File: config.mk
export PLATFORM = sky130hd
export DESIGN_NAME = burst_mem_ctrl
export DESIGN_NICKNAME = d
export VERILOG_FILES = /design/src/rtl/burst_mem_pkg.sv /design/src/rtl/burst_line_buffer.sv /design/src/rtl/burst_mem_ctrl.sv
export SDC_FILE = /design/constraint.sdc
export NUM_CORES = 1
export LEC_CHECK = 0
export ABC_CLOCK_PERIOD_IN_PS = 7680
export CORE_MARGIN = 2
export CORE_UTILIZATION = 47
export DETAILED_ROUTE_END_ITERATION = 8
export PLACE_DENSITY = 0.79
export SYNTH_ARGS = -nofsm -noshare
export SYNTH_HDL_FRONTEND = slang
export SYNTH_SLANG_ARGS = --single-unit
File: constraint.sdc
create_clock -name clk -period 7.68 [get_ports clk]
set_clock_uncertainty 0.05 [all_clocks]
set_input_delay 2.304 -clock clk [delete_from_list [all_inputs] [get_ports clk]]
set_output_delay 2.304 -clock clk [all_outputs]
set_load 0.01 [all_outputs]
File: src/rtl/burst_mem_pkg.sv
// Shared types and constants for the burst memory controller.
// Latency: n/a (declarations only).
// Backpressure: n/a.
package burst_mem_pkg;

    localparam int BURST_LEN  = 4;   // 64-bit beats per 32-byte line
    localparam int DATA_W     = 64;  // beat width in bits
    localparam int LINE_OFF_W = 5;   // byte offset bits inside a line
    localparam int BEAT_W     = 2;   // beat index width

    typedef enum logic [2:0] {
        IDLE,
        RD_FETCH,
        RD_STREAM,
        WR_COLLECT,
        WR_DRAIN,
        DONE
    } state_t;

    // Byte address of one beat inside a line; plain 32-bit add so the
    // result wraps at the top of the address space.
    function automatic logic [31:0] beat_addr(input logic [31:0] base,
                                              input logic [BEAT_W-1:0] beat);
        return base + {{(32 - BEAT_W - 3){1'b0}}, beat, 3'b000};
    endfunction

endpackage

File: src/rtl/burst_line_buffer.sv
// One cache line of beat storage: one write port, one read port.
// Latency: write lands on the next rising edge; read is combinational.
// Backpressure: none, both ports are always ready.
// Ports: clk; wr_en/wr_idx/wr_data write port; rd_idx/rd_data read port.
module burst_line_buffer
    import burst_mem_pkg::*;
#(
    parameter int DATA_W_P = 64
) (
    input  logic                clk,
    input  logic                wr_en,
    input  logic [BEAT_W-1:0]   wr_idx,
    input  logic [DATA_W_P-1:0] wr_data,
    input  logic [BEAT_W-1:0]   rd_idx,
    output logic [DATA_W_P-1:0] rd_data
);

    logic [DATA_W_P-1:0] mem [2**BEAT_W];

    always_ff @(posedge clk) begin
        if (wr_en) begin
            mem[wr_idx] <= wr_data;
        end
    end

    assign rd_data = mem[rd_idx];

endmodule

File: src/rtl/burst_mem_ctrl.sv
// Bridges 32-byte line requests onto a single-beat SRAM port.
// Latency: zero-wait read streams beats at T+5..T+8, write resps T+1..T+4.
// Backpressure: SRAM stalls via sram_ack; requests sampled only in IDLE.
// Ports: clk, reset_n; mem_* line side (read/write/address/wdata in,
//        resp/rdata out); sram_* beat side (req/we/addr/wdata out, ack/rdata in).
module burst_mem_ctrl
    import burst_mem_pkg::*;
#(
    parameter int BURST_LEN_P = 4,
    parameter int DATA_W_P    = 64
) (
    input  logic                clk,
    input  logic                reset_n,
    input  logic                mem_read,
    input  logic                mem_write,
    input  logic [31:0]         mem_address,
    input  logic [DATA_W_P-1:0] mem_wdata,
    output logic                mem_resp,
    output logic [DATA_W_P-1:0] mem_rdata,
    output logic                sram_req,
    output logic                sram_we,
    output logic [31:0]         sram_addr,
    output logic [DATA_W_P-1:0] sram_wdata,
    input  logic                sram_ack,
    input  logic [DATA_W_P-1:0] sram_rdata
);

    localparam logic [BEAT_W-1:0] LAST_BEAT = BEAT_W'(BURST_LEN_P - 1);

    state_t              state;
    logic [31:0]         base;
    logic [BEAT_W-1:0]   beat;
    logic [BEAT_W-1:0]   beat_inc;
    logic [BEAT_W-1:0]   rd_idx;
    logic                buf_we;
    logic [DATA_W_P-1:0] buf_wdata;
    logic [DATA_W_P-1:0] buf_rdata;
    logic [31:0]         line_addr;
    logic                unused_offset;

    assign line_addr     = {mem_address[31:LINE_OFF_W], {LINE_OFF_W{1'b0}}};
    assign unused_offset = ^mem_address[LINE_OFF_W-1:0];
    assign beat_inc      = beat + BEAT_W'(1);

    // Fetched read beats and collected write beats share the one buffer.
    assign buf_we    = (state == WR_COLLECT) || ((state == RD_FETCH) && sram_ack);
    assign buf_wdata = (state == WR_COLLECT) ? mem_wdata : sram_rdata;

    // mem_rdata and sram_wdata are registered, so the buffer is read one
    // beat ahead: entry 0 on the entry edge, then beat+1 on each advance.
    assign rd_idx = ((state == RD_STREAM) || (state == WR_DRAIN)) ? beat_inc : '0;

    burst_line_buffer #(.DATA_W_P(DATA_W_P)) u_line_buffer (
        .clk     (clk),
        .wr_en   (buf_we),
        .wr_idx  (beat),
        .wr_data (buf_wdata),
        .rd_idx  (rd_idx),
        .rd_data (buf_rdata)
    );

    always_ff @(posedge clk) begin
        if (!reset_n) begin
            state      <= IDLE;
            base       <= '0;
            beat       <= '0;
            mem_resp   <= 1'b0;
            mem_rdata  <= '0;
            sram_req   <= 1'b0;
            sram_we    <= 1'b0;
            sram_addr  <= '0;
            sram_wdata <= '0;
        end else begin
            case (state)
                IDLE: begin
                    // Read wins when both requests are raised together.
                    if (mem_read) begin
                        base      <= line_addr;
                        beat      <= '0;
                        state     <= RD_FETCH;
                        sram_req  <= 1'b1;
                        sram_we   <= 1'b0;
                        sram_addr <= line_addr;
                    end else if (mem_write) begin
                        base     <= line_addr;
                        beat     <= '0;
                        state    <= WR_COLLECT;
                        mem_resp <= 1'b1;
                    end
                end
                RD_FETCH: begin
                    if (sram_ack) begin
                        if (beat == LAST_BEAT) begin
                            beat      <= '0;
                            state     <= RD_STREAM;
                            sram_req  <= 1'b0;
                            mem_resp  <= 1'b1;
                            mem_rdata <= buf_rdata;
                        end else begin
                            beat      <= beat_inc;
                            sram_addr <= beat_addr(base, beat_inc);
                        end
                    end
                end
                RD_STREAM: begin
                    if (beat == LAST_BEAT) begin
                        beat      <= '0;
                        state     <= DONE;
                        mem_resp  <= 1'b0;
                        mem_rdata <= '0;
                    end else begin
                        beat      <= beat_inc;
                        mem_rdata <= buf_rdata;
                    end
                end
                WR_COLLECT: begin
                    if (beat == LAST_BEAT) begin
                        beat       <= '0;
                        state      <= WR_DRAIN;
                        mem_resp   <= 1'b0;
                        sram_req   <= 1'b1;
                        sram_we    <= 1'b1;
                        sram_addr  <= base;
                        sram_wdata <= buf_rdata;
                    end else begin
                        beat <= beat_inc;
                    end
                end
                WR_DRAIN: begin
                    if (sram_ack) begin
                        if (beat == LAST_BEAT) begin
                            beat     <= '0;
                            state    <= DONE;
                            sram_req <= 1'b0;
                            sram_we  <= 1'b0;
                        end else begin
                            beat       <= beat_inc;
                            sram_addr  <= beat_addr(base, beat_inc);
                            sram_wdata <= buf_rdata;
                        end
                    end
                end
                DONE: begin
                    state <= IDLE;
                end
                default: begin
                    state <= IDLE;
                end
            endcase
        end
    end

endmodule
==> summary.txt, run 1 <==
Setup path
  – Slowest cell on crit path: a21oi_4
  – WP depth: 6
  – Worst reg2reg setup slack: 4.14 ns
  – Crit path largest cell delay: 0.61 ns
  – Setup Crit Path Kind: primary input to flip-flop
  – CP startpoint: sram_ack
  – Buf+Inv Stages, Crit Path: 2
  – Cells on worst reg2reg path: 6
  – Reg-to-Reg Start: state[2]
  – CP max FO: 28
  – CP Cell Sequence: clkdlybuf4s50_1 > or3b_4 > a21oi_4 > nor2_2 > buf_4 > o311a_1
  – CP endpoint kind: flip-flop
  – CP top delay family: compound AO/OA/AOI/OAI gates
  – CP Data Required Time: 8.08 ns
  – Arrival time worst endpoint: 4.96 ns
  – Critical Path Source Type: primary input

Global route
  – Vias in the first global route: 13400
  – Largest net degree at the start of global routing: 83
  – Global Route Usage Sum: 25.0%
  – Global route overflow: 0
  – Antenna violations before repair: 0
  – First-pass GRT wire length: 75.9 mm

Clock tree
  – Root Driver: clkbuf_16
  – Worst-Skew Late Latency: 0.57 ns
  – H-Tree Depth: 2
  – Hold_buf cts: 0
  – CTS tree: yes
  – Clk buf depth: 3
  – CTS resizes: 0
  – Post CTS Setup Buffer Count: 0
  – Clk slew on worst S/H paths: 0.06 ns
  – Clk sink count: 448
  – CTS Buf Count: 46

STA
  – Final setup violation count: 0
  – Max-Slew Margin vs Limit: 24.8%
  – RSZ-0062 raised after global routing: false
  – Setup TNS: 0 ns
  – F_max: 219 MHz
  – Fin. Hold Viols: 0
  – Worst slew pin tran: 1.13 ns
  – Final worst path period share: 59.4%
  – Final WS setup: 3.12 ns
  – Post-layout min period: 4.56 ns
  – Final Max Tran Viols: 0

Floorplanning
  – Num rows: 71
  – Die H: 200 microns
  – Total core area: 37700 sq um
  – Die area: 39900 sq um
  – # IOs: 328
  – Initial Util: 47.8%
  – DIE WIDTH: 200 microns

Layout
  – Nets: 1920
  – Final design utilization: 61.1%
  – Layout Area Growth over Synthesis: 27.9%
  – Fraction of final layout cells sized beyond drive strength 1: 9.73%
  – Fin cells: 2299
  – Diodes inserted: 0

Logic synthesis
  – Register bit total from synthesis: 448
  – Synth top area cells: edfxtp_1, dfxtp_1, a21oi_1
  – Top_reg_cell synth: edfxtp_1
  – Mapped Avg Cell Area: 12.1 sq um
  – Most area-hungry cell type in the Yosys netlist: edfxtp_1
  – Synthesized area: 18000 sq um
  – Post-synth top area share: 42.7%
  – Register area share after synthesis: 64.1%
  – Cells after synthesis: 1487
  – Ys Warns: 0
  – Distinct cell type count after synthesis: 56
  – Post-synthesis async set-or-reset flop share: 0%
  – Post-synth EDFFs: 256

Placed design
  – I/O Buffers: 319
  – Routability cong.: 0.816
  – Post-Place Cells: 2214
  – Detail Placement HPWL: 28.2 mm
  – Pre-CTS setup slack: 2.55 ns

Pwr
  – Pleak: 7.84 nW
  – VDD IR-drop max: 193 uV
  – Power per cell area: 246 nW/um^2

Min path
  – Worst Min Path Start: base[14]
  – Hold depth: 2
  – Hold WC Path Type: flip-flop to flip-flop

Run status
  – Status: finished, final reports clean

Drt
  – Routed vias: 13600
  – Routed wire per std cell: 22.2 microns
  – Initial DRC Count: 1077
  – First-pass iteration count of the detailed router: 5
  – Avg Vias per Cell: 5.91
  – Total Wirelength: 51.0 mm
  – Remaining DRCs: 0
  – Antenna-violating nets left: 0

Run
  – Max-cap violations: 0
## cell type report
cell class,count,area [sq um]
clock buffer,61,1240
clock inverter,24,240
fill,2947,14600
inverter,7,28.8
multi-input combinational,909,6000
sequential,448,11500
tap,511,639
timing repair buffer,339,3340
## placed cells by master, fill, tap and decap left out, types with 27 or more instances in the layout
| cell type | n |
|---|---|
| and3_1 | 29 |
| a21oi_1 | 223 |
| nand2_1 | 61 |
| clkbuf_16 | 46 |
| a22oi_1 | 63 |
| dfxtp_1 | 191 |
| nor2_1 | 71 |
| mux2i_1 | 65 |
| o21ai_0 | 61 |
| or3_1 | 28 |
| mux2_2 | 64 |
| o311a_1 | 27 |
| edfxtp_1 | 256 |
| nor3_1 | 65 |
| a211oi_1 | 64 |
| a21boi_0 | 27 |
| clkdlybuf4s50_1 | 318 |
## flip-flops by register name, indices dropped and copies added (netlist names), 2 cells and up
name / flops
sram_wdata: 64
beat: 2
base: 27
u_line_buffer.mem: 256
sram_addr: 29
mem_rdata: 64
state: 3
## final timing paths
check	to
hold / removal	base[14]
setup reg to reg	mem_rdata[27]
hold reg to reg	base[14]
setup / recovery	sram_addr[26]
## metrics by stage
stage	hold slack [ns]	total power [W]	instance area [sq um]
2_1_floorplan	0.382	0.00318	18000
3_3_place_gp	0.387	0.00348	21500
3_5_place_dp	0.394	0.00350	21500
4_1_cts	0.402	0.00568	23000
5_1_grt	0.423	0.00584	23000
6_report	0.401	0.00566	23000
## power by group
group / internal, W / switching (W) / total [W]
clock: 0.00127 / 0.000925 / 0.00220
combinational: 0.000318 / 0.000426 / 0.000744
sequential: 0.00266 / 0.0000615 / 0.00272
total: 0.00425 / 0.00141 / 0.00566
## synth_stat cells, types with 3 or more instances
| cell type | n |
|---|---|
| a211oi_1 | 64 |
| a21boi_0 | 27 |
| a21oi_1 | 223 |
| a22oi_1 | 63 |
| and2_1 | 3 |
| and3_1 | 29 |
| buf_2 | 23 |
| buf_4 | 4 |
| buf_6 | 3 |
| clkbuf_1 | 93 |
| dfxtp_1 | 192 |
| edfxtp_1 | 256 |
| ha_1 | 4 |
| inv_1 | 7 |
| mux2_2 | 64 |
| mux2i_1 | 65 |
| nand2_1 | 61 |
| nand2b_1 | 6 |
| nand3_1 | 5 |
| nor2_1 | 71 |
| nor3_1 | 66 |
| o211ai_1 | 3 |
| o21ai_0 | 61 |
| o311a_1 | 27 |
| or3_1 | 28 |
## worst reg2reg max path, cell delays in order, from the launching register on
cell and delay, ns:
dfxtp_1 1.01, xnor2_4 0.45, buf_4 0.48, nor4_4 0.27
buf_4 0.56, a22oi_1 0.26, a211oi_1 0.35
## cell families (layout without fill, tap and decap cells)
kind of cell	count (synthesis)	count (layout)	share of synthesized area, %
AOI/OAI and AO/OA	492	492	17.1
DFF	448	448	64.1
and+or+nand+nor	278	278	7.54
buffers and inverters	132	431	3.12
muxes	129	129	7.62
adders and majority gates	4	4	0.278
xor gates and xnor gates	3	3	0.188
other	1	3	0.0208
## metal layers
layer  share of wire [%]  vias to the layer above  track usage [%]  wire (microns)
li1                    -                     6174                -               -
met1                  39                     6647             31.3           20000
met2                  49                      664             42.4           25100
met3                 9.0                       93             5.45            4600
met4                 2.5                        0             9.63            1280
met5                   0                        -                0               0
Note: power is estimated with default switching activity, not from simulation.
==> run 2: changes to the inputs <==
--- a/config.mk
+++ b/config.mk
@@ -5,11 +5,11 @@
 export SDC_FILE = /design/constraint.sdc
 export NUM_CORES = 1
 export LEC_CHECK = 0
-export ABC_CLOCK_PERIOD_IN_PS = 7680
+export ABC_CLOCK_PERIOD_IN_PS = 4400
 export CORE_MARGIN = 2
-export CORE_UTILIZATION = 47
+export CORE_UTILIZATION = 53
 export DETAILED_ROUTE_END_ITERATION = 8
-export PLACE_DENSITY = 0.79
+export PLACE_DENSITY = 0.84
 export SYNTH_ARGS = -nofsm -noshare
 export SYNTH_HDL_FRONTEND = slang
 export SYNTH_SLANG_ARGS = --single-unit
==> constraint.sdc (replaced) <==
create_clock -name clk -period 4.4 [get_ports clk]
set_clock_uncertainty 0.05 [all_clocks]
set_input_delay 1.32 -clock clk [delete_from_list [all_inputs] [get_ports clk]]
set_output_delay 1.32 -clock clk [all_outputs]
set_load 0.01 [all_outputs]
==> summary.txt, run 2 (same netlist as run 1, synthesis figures left out) <==
Layout
  – Biggest register: u_line_buffer.mem
  – Biggest regs: u_line_buffer.mem (256), mem_rdata (64), sram_wdata (64)
  – Largest register FFs: 256 (unchanged)
  – Final design utilization: 68.9% (+7.8 points)
  – Nets: 1924 (+0.21%)
  – Most common cell after layout, fill and taps aside: clkdlybuf4s50_1
  – Commonest cells after routing, fill and taps aside: clkdlybuf4s50_1, edfxtp_1, a21oi_1
  – Fraction of final layout cells sized beyond drive strength 1: 9.94% (+0.21 points)
  – Layout Area Growth over Synthesis: 28.1%
  – Fin cells: 2238 (-2.7%)
  – Diodes inserted: 0 (unchanged)

Global route
  – Global route overflow: 0 (unchanged)
  – Antenna violations before repair: 0 (unchanged)
  – Vias in the first global route: 14000 (+4.5%)
  – Largest net degree at the start of global routing: 94 (+13%)
  – Global Route Usage Sum: 27.9% (+2.9 points)
  – First-pass GRT wire length: 77.6 mm (+2.3%)

Clock tree
  – Root Driver: clkbuf_16
  – CTS Buf Count: 43 (-6.5%)
  – Clk sink count: 448 (unchanged)
  – Post CTS Setup Buffer Count: 0 (unchanged)
  – CTS resizes: 0 (unchanged)
  – CTS tree: yes
  – Clk slew on worst S/H paths: 0.07 ns (about the same)
  – Worst-Skew Late Latency: 0.55 ns (-0.02 ns)
  – Clk buf depth: 3 (unchanged)
  – H-Tree Depth: 2 (unchanged)
  – Hold_buf cts: 0 (unchanged)

STA
  – Max-Slew Margin vs Limit: 19.2% (-5.6 points)
  – Final worst path period share: 78.1%
  – Final Max Tran Viols: 0 (unchanged)
  – Setup TNS: 0 ns (unchanged)
  – Fin. Hold Viols: 0 (unchanged)
  – Final setup violation count: 0 (unchanged)
  – F_max: 291 MHz
  – Worst slew pin tran: 1.21 ns (+0.0839 ns)
  – Hold Slack: 0.400 ns (-0.00101 ns)
  – RSZ-0062 raised after global routing: false
  – Post-layout min period: 3.44 ns

Floorplanning
  – Die area: 35400 sq um (-11%)
  – Die H: 188 microns (-5.7%)
  – Num rows: 67 (-5.6%)
  – Total core area: 33400 sq um (-11%)
  – # IOs: 328 (unchanged)
  – DIE WIDTH: 188 microns (-5.7%)
  – Initial Util: 53.8% (+6.0 points)

Setup path
  – CP endpoint kind: flip-flop
  – Critical Path Source Type: flip-flop
  – Reg-to-Reg Start: beat[0]
  – CP startpoint: beat[0]
  – CP max FO: 64 (+130%)
  – CP Cell Sequence: inv_1 > ha_1 > nand2b_1 > nand3_4 > a22oi_1 > a211oi_1
  – Worst reg2reg path endpoint: mem_rdata[57]
  – Slowest cell on crit path: nand3_4
  – Worst reg2reg setup slack: 0.96 ns (-3.18 ns)
  – Cells on worst reg2reg path: 6 (unchanged)
  – CP Data Required Time: 4.73 ns (-3.35 ns)
  – Crit path largest cell delay: 0.77 ns (+0.16 ns)
  – Arrival time worst endpoint: 3.77 ns (-1.19 ns)
  – Setup Crit Path Kind: flip-flop to flip-flop
  – Critical Path Sink: mem_rdata[57]

Pwr
  – Sw Share: 25.0% (about the same)
  – Power per cell area: 425 nW/um^2 (+73%)
  – Clock share of power: 38.1% (-0.7 points)
  – Register share of total power: 48.4% (+0.4 points)
  – VDD IR-drop max: 302 uV (+57%)
  – Pleak: 7.89 nW (+0.68%)
  – Gate power share: 13.4% (+0.3 points)
  – Int Power: 0.00735 W (+73%)
  – NetSw: 0.00244 W (+73%)

Min path
  – Hold WC Path Type: flip-flop to flip-flop

Drt
  – Remaining DRCs: 0 (unchanged)
  – Initial DRC Count: 1278 (+19%)
  – Avg Vias per Cell: 6.18 (+4.7%)
  – Routed wire per std cell: 22.6 microns (+1.7%)
  – Antenna-violating nets left: 0 (unchanged)
  – Total Wirelength: 50.5 mm (-0.95%)
  – First-pass iteration count of the detailed router: 5 (unchanged)
  – Routed vias: 13800 (+1.9%)

Run status
  – Status: finished, final reports clean

Placed design
  – Routability cong.: 0.816 (about the same)
  – I/O Buffers: 319 (unchanged)
  – Detail Placement HPWL: 28.5 mm (+1.1%)
  – Post-Place Cells: 2158 (-2.5%)

Run
  – Max-cap violations: 0 (unchanged)
-- run 2: changes by cell type in the layout (fill, tap and decap cells not counted), moves of 2 or more --
cell / delta
inv_6: -2
clkinv_2: +2
inv_16: +2
buf_4: -2
clkbuf_16: -3
clkinv_1: -6
clkbuf_1: +4
buf_12: +9
-- run 2: area by class of cell --
class                   instances  area [sq um]
flip-flops and latches        448         11500
inverters                       7          27.5
well taps                     448           561
clock inverters                17           224
repair buffers                346          3510
clock buffers                  63          1190
multi-input cells             909          6000
fillers                      2223         10400
-- run 2: per-stage QoR --
stage          total power [W]  setup WS, ns  area, sq um
2_1_floorplan          0.00556        0.0249        18000
4_1_cts                0.00981         0.985        23000
5_1_grt                 0.0101         0.772        23000
3_3_place_gp           0.00609         0.796        21600
6_report               0.00980         0.962        23000
3_5_place_dp           0.00613         0.764        21600
-- run 2: power by group through the flow --
stage / Sequential (W) / Clock [W] / Combinational, W
global route: 0.00476 / 0.00393 / 0.00141
finish: 0.00474 / 0.00374 / 0.00132
detailed placement: 0.00483 / 0 / 0.00130
floorplan: 0.00482 / 0 / 0.000737
CTS: 0.00474 / 0.00376 / 0.00131
global placement: 0.00482 / 0 / 0.00127
-- run 2: worst min-delay path by stage --
stage	from	end	slack, ns	depth (start not counted)
after floorplan	base[10]	base[10]	0.38	2
after global routing	base[6]	base[6]	0.42	2
after detailed placement	base[8]	base[8]	0.39	2
after CTS	base[26]	base[26]	0.40	2
after global placement	base[15]	base[15]	0.39	2
final	base[8]	base[8]	0.40	2
-- run 2: layer usage --
metal,wire length [microns],vias up,global-route usage [%]
met4,1740,0,11.6
met5,0,-,0
met1,19000,6784,35.3
met3,4560,125,4.67
li1,-,6184,-
met2,25100,748,47.8
-- run 2: worst max-delay path: cells and delay by family, from the launching register on --
kind,cells,cell delay [ns]
compound gates,2,0.74
fa+ha+maj,1,0.57
buf+inv,1,0.25
flops,1,0.63
simple gates,2,1.00
==> run 3: changes to the inputs <==
--- a/config.mk
+++ b/config.mk
@@ -5,11 +5,11 @@
 export SDC_FILE = /design/constraint.sdc
 export NUM_CORES = 1
 export LEC_CHECK = 0
-export ABC_CLOCK_PERIOD_IN_PS = 4400
+export ABC_CLOCK_PERIOD_IN_PS = 3100
 export CORE_MARGIN = 2
-export CORE_UTILIZATION = 53
+export CORE_UTILIZATION = 47
 export DETAILED_ROUTE_END_ITERATION = 8
-export PLACE_DENSITY = 0.84
+export PLACE_DENSITY = 0.79
 export SYNTH_ARGS = -nofsm -noshare
 export SYNTH_HDL_FRONTEND = slang
 export SYNTH_SLANG_ARGS = --single-unit
==> constraint.sdc (replaced) <==
create_clock -name clk -period 3.1 [get_ports clk]
set_clock_uncertainty 0.05 [all_clocks]
set_input_delay 0.93 -clock clk [delete_from_list [all_inputs] [get_ports clk]]
set_output_delay 0.93 -clock clk [all_outputs]
set_load 0.01 [all_outputs]
==> summary.txt, run 3 (same netlist as run 1, synthesis figures left out) <==
Run status
  – Status: finished, final reports clean

Pwr
  – VDD IR-drop max: 431 uV (+43%)
  – Pleak: 8.08 nW (+2.3%)
  – Power, Total: 0.0140 W (+43%)
  – Power per cell area: 597 nW/um^2 (+40%)

Floorplanning
  – Num rows: 71 (+6.0%)
  – Die H: 200 microns (+6.1%)
  – Initial Util: 47.8% (-6.0 points)
  – Total core area: 37700 sq um (+13%)
  – DIE WIDTH: 200 microns (+6.1%)
  – Die area: 39900 sq um (+12%)
  – # IOs: 328 (unchanged)

STA
  – F_max: 395 MHz
  – Fin. Hold Viols: 0 (unchanged)
  – Max-Slew Margin vs Limit: 47.5% (+28 points)
  – Final Max Tran Viols: 0 (unchanged)
  – Worst slew pin tran: 0.787 ns (-0.425 ns)
  – Final setup violation count: 0 (unchanged)
  – Final worst path period share: 81.7%
  – Hold Slack: 0.399 ns (-0.000408 ns)
  – RSZ-0062 raised after global routing: false
  – Setup TNS: 0 ns (unchanged)
  – Post-layout min period: 2.53 ns

Drt
  – Initial DRC Count: 1018 (-20%)
  – Antenna-violating nets left: 0 (unchanged)
  – Avg Vias per Cell: 5.87 (-5.1%)
  – Routed vias: 13600 (-1.5%)
  – Remaining DRCs: 0 (unchanged)
  – Routed wire per std cell: 21.8 microns (-3.6%)
  – Total Wirelength: 50.6 mm (+0.14%)
  – First-pass iteration count of the detailed router: 5 (unchanged)

Clock tree
  – CTS resizes: 0 (unchanged)
  – Clk slew on worst S/H paths: 0.06 ns (about the same)
  – Root Driver: clkbuf_16
  – Worst-Skew Late Latency: 0.57 ns (+0.02 ns)
  – Hold_buf cts: 0 (unchanged)
  – Clk sink count: 448 (unchanged)
  – Post CTS Setup Buffer Count: 0 (unchanged)
  – H-Tree Depth: 2 (unchanged)
  – Clk buf depth: 3 (unchanged)
  – CTS Buf Count: 45 (+4.7%)
  – CTS tree: yes

Setup path
  – Arrival time worst endpoint: 1.55 ns (-2.22 ns)
  – Slowest cell on crit path: clkdlybuf4s50_1
  – CP Data Required Time: 2.12 ns (-2.61 ns)
  – Setup Crit Path Kind: flip-flop to output port
  – CP Cell Sequence: clkdlybuf4s50_1
  – Critical Path Source Type: flip-flop
  – Buf+Inv Stages, Crit Path: 1 (unchanged)
  – CP top delay family: buffers and inverters
  – CP endpoint kind: output port
  – CP max FO: 3 (-95%)
  – Crit path largest cell delay: 0.62 ns (-0.15 ns)

Layout
  – Largest register FFs: 256 (unchanged)
  – Nets: 1945 (+1.1%)
  – Final design utilization: 62.4% (-6.5 points)
  – Layout Area Growth over Synthesis: 30.7%
  – Most common cell after layout, fill and taps aside: clkdlybuf4s50_1
  – Final Instance Area: 23500 sq um (+2.0%)
  – Commonest cells after routing, fill and taps aside: clkdlybuf4s50_1, edfxtp_1, a21oi_1
  – Biggest regs: u_line_buffer.mem (256), mem_rdata (64), sram_wdata (64)
  – Diodes inserted: 0 (unchanged)
  – Fraction of final layout cells sized beyond drive strength 1: 11.0% (+1.1 points)
  – Biggest register: u_line_buffer.mem

Global route
  – Vias in the first global route: 13700 (-2.8%)
  – Largest net degree at the start of global routing: 94 (unchanged)
  – First-pass GRT wire length: 76.2 mm (-1.9%)
  – Antenna violations before repair: 0 (unchanged)
  – Global Route Usage Sum: 25.1% (-2.9 points)
  – Global route overflow: 0 (unchanged)

Placed design
  – Detail Placement HPWL: 29.9 mm (+5.1%)
  – Placed cell area: 22100 sq um (+2.0%)
  – I/O Buffers: 319 (unchanged)
  – Routability cong.: 0.835 (+2.2%)

Min path
  – Hold WC Path Type: flip-flop to flip-flop

Run
  – Max-cap violations: 0 (unchanged)
run 3: cell types whose count changed in the layout (fill, tap and decap cells not counted):
cell / delta
buf_12: +16
buf_4: +3
clkbuf_1: -2
clkbuf_16: +4
clkbuf_8: -3
clkinv_1: +4
clkinv_2: +3
inv_16: -2
inv_4: +1
inv_8: -1
nand2b_1: -1
nand2b_2: +1
run 3: path summary, 6_finish.rpt:
path | start | slack, ns | cells past startpoint | end
worst min-delay path | base[20] | 0.40 | 2 | base[20]
worst min register to register | base[20] | 0.40 | 2 | base[20]
worst max register to register | state[0] | 0.61 | 6 | sram_wdata[26]
worst max-delay path | mem_rdata[8] | 0.57 | 1 | mem_rdata[8]
run 3: through the flow:
stage / setup WS [ns] / std cells
after CTS: 0.531 / 2324
after global placement: 0.210 / 2240
after detailed placement: 0.154 / 2240
final: 0.568 / 2324
after global routing: 0.427 / 2324
after floorplan: 0.0458 / 1489
run 3: cell type report:
type,instances,area [sq um]
Fill cell,2864,14200
Clock inverter,22,208
Sequential cell,448,11500
Clock buffer,62,1240
Timing Repair Buffer,365,3850
Tap cell,511,639
Inverter,7,28.8
Multi-Input combinational cell,909,6000
run 3: metal layers:
layer / vias to the layer above / track usage, % / share of wire [%]
li1: 6217 / - / -
met1: 6684 / 31.6 / 40
met2: 624 / 42.1 / 49
met3: 109 / 4.91 / 8.1
met4: 0 / 10.7 / 3.2
met5: - / 0 / 0
run 3: where the power goes:
part           leakage [nW]  switching [W]  internal [W]
clock network         0.719        0.00221       0.00314
registers              3.88       0.000123       0.00658
logic                  3.47        0.00110      0.000872
total                  8.08        0.00343        0.0106
